===== src/rtl/mult_arbiter.sv =====
// Round-robin arbiter/sequencer sharing one shift-add multiplier among N_REQ requesters,
// with a watchdog that turns a multiplication that never finishes into an error response.
module mult_arbiter #(
   parameter int unsigned N_REQ   = 4,
   parameter int unsigned W       = 8,
   parameter int unsigned TIMEOUT = 64
) (
   input  logic                 clk,
   input  logic                 rst,
   input  logic [N_REQ-1:0]     req_valid,
   output logic [N_REQ-1:0]     req_ready,
   input  logic [N_REQ*W-1:0]   req_b,
   input  logic [N_REQ*W-1:0]   req_q,
   output logic [N_REQ-1:0]     rsp_valid,
   input  logic [N_REQ-1:0]     rsp_ready,
   output logic [2*W-1:0]       rsp_result,
   output logic                 rsp_err,
   output logic                 busy,
   output logic                 mul_load,
   output logic [W-1:0]         mul_b,
   output logic [W-1:0]         mul_q,
   input  logic [2*W-1:0]       mul_result,
   input  logic                 mul_done
);

   localparam int unsigned ID_W  = $clog2(N_REQ);
   localparam int unsigned CNT_W = $clog2(TIMEOUT);

   typedef enum logic [2:0] {S_IDLE, S_LOAD, S_SETTLE, S_BUSY, S_RESP} state_e;

   state_e               state_q, state_d;
   logic [ID_W-1:0]      last_q, last_d;
   logic [ID_W-1:0]      id_q, id_d;
   logic [W-1:0]         mul_b_q, mul_b_d;
   logic [W-1:0]         mul_q_q, mul_q_d;
   logic [CNT_W-1:0]     cnt_q, cnt_d;
   logic [N_REQ-1:0]     rsp_valid_q, rsp_valid_d;
   logic [2*W-1:0]       rsp_result_q, rsp_result_d;
   logic                 rsp_err_q, rsp_err_d;
   logic                 busy_q, busy_d;
   logic                 mul_load_q, mul_load_d;

   logic [W-1:0]         b_arr [N_REQ];
   logic [W-1:0]         q_arr [N_REQ];
   logic [ID_W-1:0]      idx;
   logic [ID_W-1:0]      win_id;
   logic                 win_found;

   always_comb begin
      for (int i = 0; i < int'(N_REQ); i++) begin
         b_arr[i] = req_b[i*W +: W];
         q_arr[i] = req_q[i*W +: W];
      end
   end

   // Scan downward in rotation distance so the nearest valid requester after last_q wins.
   always_comb begin
      win_found = 1'b0;
      win_id    = '0;
      idx       = '0;
      for (int k = int'(N_REQ); k >= 1; k--) begin
         idx = ID_W'((32'(last_q) + 32'(k)) % N_REQ);
         if (req_valid[idx]) begin
            win_found = 1'b1;
            win_id    = idx;
         end
      end
   end

   always_comb begin
      state_d      = state_q;
      last_d       = last_q;
      id_d         = id_q;
      mul_b_d      = mul_b_q;
      mul_q_d      = mul_q_q;
      cnt_d        = cnt_q;
      rsp_valid_d  = rsp_valid_q;
      rsp_result_d = rsp_result_q;
      rsp_err_d    = rsp_err_q;
      req_ready    = '0;

      case (state_q)
         S_IDLE: begin
            if (win_found) begin
               req_ready[win_id] = 1'b1;
               mul_b_d           = b_arr[win_id];
               mul_q_d           = q_arr[win_id];
               last_d            = win_id;
               id_d              = win_id;
               state_d           = S_LOAD;
            end
         end
         S_LOAD: state_d = S_SETTLE;
         // mul_done may still be high from the previous product here.
         S_SETTLE: begin
            cnt_d   = '0;
            state_d = S_BUSY;
         end
         S_BUSY: begin
            if (mul_done) begin
               rsp_result_d      = mul_result;
               rsp_err_d         = 1'b0;
               rsp_valid_d[id_q] = 1'b1;
               state_d           = S_RESP;
            end else if (cnt_q == CNT_W'(TIMEOUT - 1)) begin
               rsp_result_d      = '0;
               rsp_err_d         = 1'b1;
               rsp_valid_d[id_q] = 1'b1;
               state_d           = S_RESP;
            end else begin
               cnt_d = CNT_W'(cnt_q + 1'b1);
            end
         end
         S_RESP: begin
            if (rsp_ready[id_q]) begin
               rsp_valid_d = '0;
               state_d     = S_IDLE;
            end
         end
         default: state_d = S_IDLE;
      endcase

      mul_load_d = (state_d == S_LOAD);
      busy_d     = (state_d != S_IDLE);
   end

   always_ff @(posedge clk or negedge rst) begin
      if (!rst) begin
         state_q      <= S_IDLE;
         last_q       <= ID_W'(N_REQ - 1);
         id_q         <= '0;
         mul_b_q      <= '0;
         mul_q_q      <= '0;
         cnt_q        <= '0;
         rsp_valid_q  <= '0;
         rsp_result_q <= '0;
         rsp_err_q    <= 1'b0;
         busy_q       <= 1'b0;
         mul_load_q   <= 1'b1;
      end else begin
         state_q      <= state_d;
         last_q       <= last_d;
         id_q         <= id_d;
         mul_b_q      <= mul_b_d;
         mul_q_q      <= mul_q_d;
         cnt_q        <= cnt_d;
         rsp_valid_q  <= rsp_valid_d;
         rsp_result_q <= rsp_result_d;
         rsp_err_q    <= rsp_err_d;
         busy_q       <= busy_d;
         mul_load_q   <= mul_load_d;
      end
   end

   assign rsp_valid  = rsp_valid_q;
   assign rsp_result = rsp_result_q;
   assign rsp_err    = rsp_err_q;
   assign busy       = busy_q;
   assign mul_load   = mul_load_q;
   assign mul_b      = mul_b_q;
   assign mul_q      = mul_q_q;

endmodule


===== config.mk =====
export PLATFORM = sky130hd
export DESIGN_NAME = mult_arbiter
export DESIGN_NICKNAME = d
export VERILOG_FILES = /design/src/rtl/mult_arbiter.sv
export SDC_FILE = /design/constraint.sdc
export NUM_CORES = 1
export LEC_CHECK = 0
export CAP_MARGIN = 20
export CORE_AREA = 2 2 91 93
export DETAILED_ROUTE_END_ITERATION = 8
export DIE_AREA = 0 0 93 95
export PLACE_DENSITY = 0.75
export SETUP_SLACK_MARGIN = 0.02
export SYNTH_ARGS = -nofsm -noshare
export SYNTH_HDL_FRONTEND = slang
export SYNTH_SLANG_ARGS = --single-unit

===== constraint.sdc =====
create_clock -name clk -period 1.9 [get_ports clk]
set_input_delay 0.38 -clock clk [delete_from_list [all_inputs] [get_ports clk]]
set_output_delay 0.38 -clock clk [all_outputs]
set_load 0.005 [all_outputs]

==> flow_metrics.py, run 1 <==
metrics = {
    "floorplanning": {
        "die_h_um": 95,
        "ios": 134,
        "die_x_um": 93,
        "dieArea_mm2": 0.00884,
        "start_util_pct": 35.9,
        "core-area_mm2": 0.00793,
        "rows": 33,
    },
    "timing": {
        "drv_slew": 0,
        "worst_pin_slew_ns": 0.570,
        "hold_viol": 0,
        "rsz0062_at_grt": "yes",
        "min_period_ns": 2.19,
        "finalSetupViolCount": 20,
        "clock.fmax_mhz": 457,
        "skew_ns": 0.00842,
        "timing.final.ws_setup_ns": -0.287,
        "post-route-period-util_pct": 115,
        "relSlewSlack_pct": 62.0,
    },
    "pwr": {
        "ir_worst_vdd_mv": 0.677,
        "p_leak_nw": 2.01,
        "p_per_area_mw_per_mm2": 1360,
        "total_power_mw": 6.48,
    },
    "drt": {
        "wl_per_cell_um": 15.3,
        "vias_per_cell": 5.04,
        "drt_iter0_drc": 72,
        "drtPass1Iterations": 4,
        "vias": 2671,
        "drcViolationCount": 0,
        "drt_wl_total_um": 8100,
        "ant_nets": 0,
    },
    "clock_tree": {
        "cts_hold_buf": 0,
        "cts_buffer_depth": 2,
        "clock_latency_ns": 0.30,
        "path_clk_slew_ns": 0.10,
        "clock_sinks": 52,
        "root_buffer": "clkbuf_8",
        "cts_tree": "done",
        "cts_buffers": 5,
        "htree_levels": 2,
    },
    "min_path": {
        "hp-class": "in2async",
    },
    "logic_synthesis": {
        "ys_seq_area_share_pct": 45.8,
        "synth_area_leaders": "dfrtp_1, o211ai_2, mux2_2, nand3_1, mux2i_1",
        "netlist.area_leader.share_pct": 43.0,
        "ys_warn_count": 0,
        "synth_cells": 265,
        "synth_flop_cell": "dfrtp_1",
        "async_flop_share_pct": 100,
        "ys_ff_latch": 52,
        "synth_area_leader_cell": "dfrtp_1",
        "synth_edf_count": 0,
        "synth_cell_type_count": 43,
        "postSynthAreaPerCell_um2": 10.8,
        "synth_nets": 357,
        "syn-cell-area_mm2": 0.00285,
    },
    "worst_setup_path": {
        "crit_path_end_kind": "output port",
        "cp_data_required_time_ns": 1.52,
        "worstSetupPathType": "reg2out",
        "crit_chain": "and3b_2, o31ai_4, nand2_2, buf_6, nor2_4, buf_6",
        "crit_top_cell": "buf_6",
        "rr_startpoint": "last_q[0]",
        "rrSetupSlack_ns": -0.22,
        "slowest_delay_ns": 0.54,
        "start_kind": "register",
        "crit_family": "flip-flops",
        "cp.arrival_ns": 1.81,
        "worst-path-buf-inv": 2,
        "slowest_stage": "dfstp_2",
        "rr_endpoint": "mul_b[3]",
        "worstPathMaxFanout": 2,
        "rr_worst_depth": 8,
    },
    "global_routing": {
        "antenna_found_initial": 0,
        "grt_use_total_pct": 18.6,
        "grt_max_degree": 32,
        "grt_pass1_wl_um": 12900,
        "grt_pass1_vias": 2698,
        "overflow": 0,
    },
    "placed_design": {
        "port_buffers": 133,
        "place.gp.congestion": 0.759,
        "dp_slack_ns": -0.752,
        "place.detailed.hpwl_um": 5840,
    },
    "layout": {
        "final_cell_mix": "clkdlybuf4s50_1, dfrtp_1, nand3_1",
        "syn_to_final_growth_pct": 66.8,
        "drive_above_1_share_pct": 24.2,
        "fin_nets": 516,
        "n_antenna_cell": 0,
        "final_common_cell": "clkdlybuf4s50_1",
    },
    "flow_run": {
        "max_cap_viol_count": 0,
    },
    "outcome": {
        "failed_checks": "negative setup slack",
        "status": "complete, but fails checks",
    },
}
cell usage after synthesis, types with 5 or more instances:
master / count
dfrtp_1: 49
nand3_1: 35
nand2_1: 22
mux2i_1: 17
nor2_1: 17
a22o_1: 16
mux2_2: 16
o211ai_2: 16
buf_2: 9
a21oi_1: 5
a31oi_1: 5
buf_6: 5
nor2b_1: 5
flip-flops by register name (all words and copies together) (netlist names):
register and count:
rsp_err 1, id_q 2, cnt_q 6, rsp_result 16, state_q 3, mul_b 8, mul_q 8, last_q 2
busy 1, rsp_valid 4, mul_load 1
worst max-delay path by stage:
stage | start | slack [ns] | end | cells past startpoint
3_5_place_dp | req_valid[1] | -0.75 | req_ready[0] | 7
5_1_grt | last_q[0] | -0.35 | req_ready[0] | 6
4_1_cts | last_q[0] | -0.30 | req_ready[2] | 6
3_3_place_gp | req_valid[1] | -0.71 | req_ready[0] | 7
2_1_floorplan | last_q[0] | -0.05 | req_ready[2] | 6
6_report | last_q[0] | -0.29 | req_ready[0] | 6
worst register-to-register path: stages, from the launching register on:
cell and delay [ns]:
dfstp_2 0.54, and3b_2 0.22, o31ai_4 0.29, buf_4 0.16, buf_4 0.16, bufbuf_16 0.28, nand3_1 0.07, mux2_2 0.28
o211ai_2 0.06
routing by layer:
metal / wire length, um / global-route usage, %
met5: 0 / 0
met4: 44 / 3.80
met3: 596 / 5.51
met2: 4080 / 32.5
met1: 3380 / 22.9
logic make-up (layout without fill, tap and decap cells):
group | after synthesis | in the layout | share of synthesized area (%)
AOI/OAI and AO/OA | 58 | 58 | 18.9
xor gates and xnor gates | 2 | 2 | 0.615
adders and majority gates | 1 | 1 | 0.439
buffers and inverters | 22 | 182 | 4.87
DFF | 52 | 52 | 45.8
muxes | 34 | 34 | 13.1
and+or+nand+nor | 96 | 96 | 16.2
metrics by stage:
step           std cells  hold WS (ns)  TNS, ns  cell area [um2]  util (%)
3_5_place_dp         508         0.413   -12.44             4360      55.1
6_report             530        0.0617    -3.08             4750      59.9
2_1_floorplan        265        0.0844  -0.0454             2850         -
5_1_grt              530        0.0948    -4.44             4750      59.9
4_1_cts              528        0.0759    -3.11             4690      59.1
3_3_place_gp         508         0.403   -11.10             4360      55.1
where the power goes:
part | leakage (nW) | switching [mW] | total [mW] | internal (mW)
clock network | 0.0548 | 0.374 | 0.771 | 0.397
logic | 1.32 | 1.58 | 3.78 | 2.21
registers | 0.636 | 0.300 | 1.93 | 1.63
final cells by class:
type,instances,area [um2]
clock buffers,5,68.8
repair buffers,169,1710
clock inverters,3,46.3
inverters,5,18.8
fillers,702,3180
multi-input cells,191,1470
well taps,105,131
flip-flops and latches,52,1310
what timing repair did:
action	CTS	global route
gates cloned	2	1
hold endpoints to repair	0	0
setup endpoints to repair	21	21
gates resized for setup	43	8
pin swaps	5	3
setup buffers	11	1
(Power assumes the default switching activity.)
==> run 2: changes to the inputs <==
Settings changed: ABC_AREA set to 1, CORE_AREA 2 2 91 93 to 2 2 93 95, DIE_AREA 0 0 93 95 to 0 0 95 97, PLACE_DENSITY 0.75 to 0.76.
==> run 2 against run 1 <==
The run still ends with negative setup slack left. Via count is 17% higher. Critical path depth grew 6. Fmax down 12%. Count of clock-buffer cells in the layout is the same. Synthesized cell count increased by 49%. Sequential share of layout area down 1.8 points. Sequential power rose by 3%. Combinational power increased by 53%. Worst hold slack better by 0.010 ns. Register-to-register slack got worse by 0.07 ns. Setup slack lost 0.30 ns. Utilization rose by 2.7 points. Highest routed layer unchanged.
==> flow_metrics.py, run 2 <==
metrics = {
    "logic_synthesis": {
        "async_flop_share_pct": 100,
        "synthMostInstantiatedCell": "nand2_1",
        "ys_ff_latch": 52,
        "synth-simple-area-share_pct": 32.1,
        "synth_area_leaders": "dfrtp_1, nand2_1, inv_1, nand3_1, a22o_1",
        "ys_seq_area_share_pct": 42.0,
        "synth_cell_type_count": 31,
        "postSynthAreaPerCell_um2": 7.89,
        "syn-cell-area_mm2": 0.00311,
        "synth_nets": 486,
        "synth_cells": 394,
        "synth-adder-area-share_pct": 0.402,
        "netlist.area_leader.share_pct": 39.4,
        "synth_area_leader_cell": "dfrtp_1",
        "synth_xor_area_share_pct": 0,
        "synthMuxAreaShare_pct": 0,
        "synth_edf_count": 0,
        "synth_common_cells": "nand2_1, inv_1, dfrtp_1, nand3_1, nor2_1",
        "synth_top_family_by_area": "simple AND/OR/NAND/NOR gates",
        "synth_flop_cell": "dfrtp_1",
        "ys_warn_count": 0,
        "synth_compound_area_share_pct": 12.6,
    },
    "outcome": {
        "status": "complete, but fails checks",
        "failed_checks": "negative setup slack",
    },
    "floorplanning": {
        "start_util_pct": 38.2,
        "dieArea_mm2": 0.00922,
        "rows": 33,
        "core-area_mm2": 0.00813,
        "ios": 134,
        "die_x_um": 95,
        "die_h_um": 97,
    },
    "layout": {
        "seq_area_mm2": 0.00131,
        "multi_input_area_mm2": 0.00155,
        "final_common_cell": "clkdlybuf4s50_1",
        "final_cell_mix": "clkdlybuf4s50_1, nand2_1, inv_1",
        "syn_to_final_growth_pct": 63.8,
        "n_antenna_cell": 0,
        "drive_above_1_share_pct": 22.5,
        "nFillCells": 709,
        "largest_reg_flops": 16,
        "fin_nets": 650,
    },
    "global_routing": {
        "grt_use_total_pct": 19.2,
        "overflow": 0,
        "antenna_found_initial": 0,
        "grt_max_degree": 29,
        "grt_pass1_wl_um": 14300,
        "grt_pass1_vias": 3261,
    },
    "worst_setup_path": {
        "rr_startpoint": "last_q[0]",
        "worstPathMaxFanout": 8,
        "cp_data_required_time_ns": 1.52,
        "cp.arrival_ns": 2.10,
        "start_kind": "register",
        "startpoint": "last_q[0]",
        "worstSetupPathType": "reg2out",
        "rr_worst_depth": 14,
        "crit_path_end_kind": "output port",
    },
    "placed_design": {
        "place.detailed.hpwl_um": 6590,
        "port_buffers": 133,
        "place.gp.congestion": 0.903,
        "dp_slack_ns": -0.774,
    },
    "clock_tree": {
        "htree_levels": 2,
        "cts_buffers": 5,
        "path_clk_slew_ns": 0.09,
        "cts_buffer_depth": 2,
        "clock_latency_ns": 0.30,
        "cts_hold_buf": 0,
        "root_buffer": "clkbuf_8",
        "cts_tree": "done",
        "clock_sinks": 52,
    },
    "pwr": {
        "ir_worst_vdd_mv": 0.747,
        "p_per_area_mw_per_mm2": 1650,
        "p_leak_nw": 2.49,
        "total_power_mw": 8.40,
    },
    "timing": {
        "clock.fmax_mhz": 403,
        "post-route-period-util_pct": 131,
        "worst_pin_slew_ns": 0.591,
        "finalSetupViolCount": 23,
        "min_period_ns": 2.48,
        "whs_ns": 0.0718,
        "rsz0062_at_grt": "yes",
        "setup-tns-final_ns": -6.86,
        "timing.final.ws_setup_ns": -0.583,
        "drv_slew": 0,
        "hold_viol": 0,
        "skew_ns": 0.00706,
        "relSlewSlack_pct": 60.6,
    },
    "drt": {
        "drt_wl_total_um": 8610,
        "vias": 3130,
        "vias_per_cell": 4.71,
        "wl_per_cell_um": 13.0,
        "drt_iter0_drc": 71,
        "drtPass1Iterations": 4,
        "ant_nets": 0,
        "drcViolationCount": 0,
    },
    "min_path": {
        "hp-class": "in2async",
    },
    "flow_run": {
        "max_cap_viol_count": 0,
    },
}
run 2: cell types whose count changed after synthesis, sizes merged, moves of 4 or more:
cell	change
mux2i	-17
or2	+10
nand2b	-4
mux2	-16
inv	+68
a31oi	-4
nand2	+89
nand3	+17
and3	-4
o211ai	-6
nor2	+7
nor2b	-5
run 2: layout make-up:
| type | instances | share of cell area, % |
|---|---|---|
| clock buffers | 5 | 1.35 |
| multi-input cells | 254 | 30.5 |
| flip-flops and latches | 52 | 25.7 |
| clock inverters | 3 | 0.467 |
| well taps | 105 | 2.58 |
| repair buffers | 172 | 33.8 |
| inverters | 73 | 5.63 |
run 2: stage by stage:
stage	instance area [um2]	cells	util, %
after detailed placement	4730	646	58.2
after floorplan	3160	394	-
after global placement	4730	646	58.2
final	5090	664	62.6
after CTS	5000	662	61.5
after global routing	5090	664	62.6
run 2: what timing repair did:
item                                    4_1_cts  5_1_grt
gates cloned                                  1        0
gates resized for setup                      41       21
pin swaps                                     8        8
setup buffers                                 7        2
endpoints found under the setup margin       23       28
run 2: path summary, 6_finish.rpt:
check                                 to  slack [ns]
max in group asynchronous  rsp_result[8]        1.28
max reg2reg                     mul_q[3]       -0.29
min                         rsp_valid[3]        0.07
max                         req_ready[2]       -0.58
min in group clk                mul_b[4]        0.50
min reg2reg                     mul_b[4]        0.50
run 2: logic make-up after synthesis:
family          count (synthesis)
simple gates                  207
buf+inv                        88
flops                          52
compound gates                 46
fa+ha+maj                       1
run 2: metal layers:
layer  up-vias  GRT usage [%]  share of wire (%)
li1       1570              -                  -
met1      1460           23.3                 42
met2        86           34.5                 51
met3        14           3.50                5.1
met4         0           5.13                1.9
met5         -              0                  0
run 2: power breakdown:
part | internal (mW) | total [mW] | switching [mW] | leakage, nW
clock network | 0.261 | 0.626 | 0.365 | 0.0404
logic | 2.89 | 5.80 | 2.91 | 1.81
registers | 1.64 | 1.98 | 0.338 | 0.636
total | 4.80 | 8.40 | 3.61 | 2.49
run 2: worst max-delay path: stages, from the launching register on:
cell and delay [ns]:
dfstp_4 0.72, inv_8 0.06, nand2_2 0.08, nand2_4 0.07, nand2_4 0.08, nand2_1 0.07
nand2_2 0.09, nand2_2 0.08, nand2_4 0.07, nand2_4 0.08, buf_6 0.14, nor3_4 0.14
buf_2 0.14
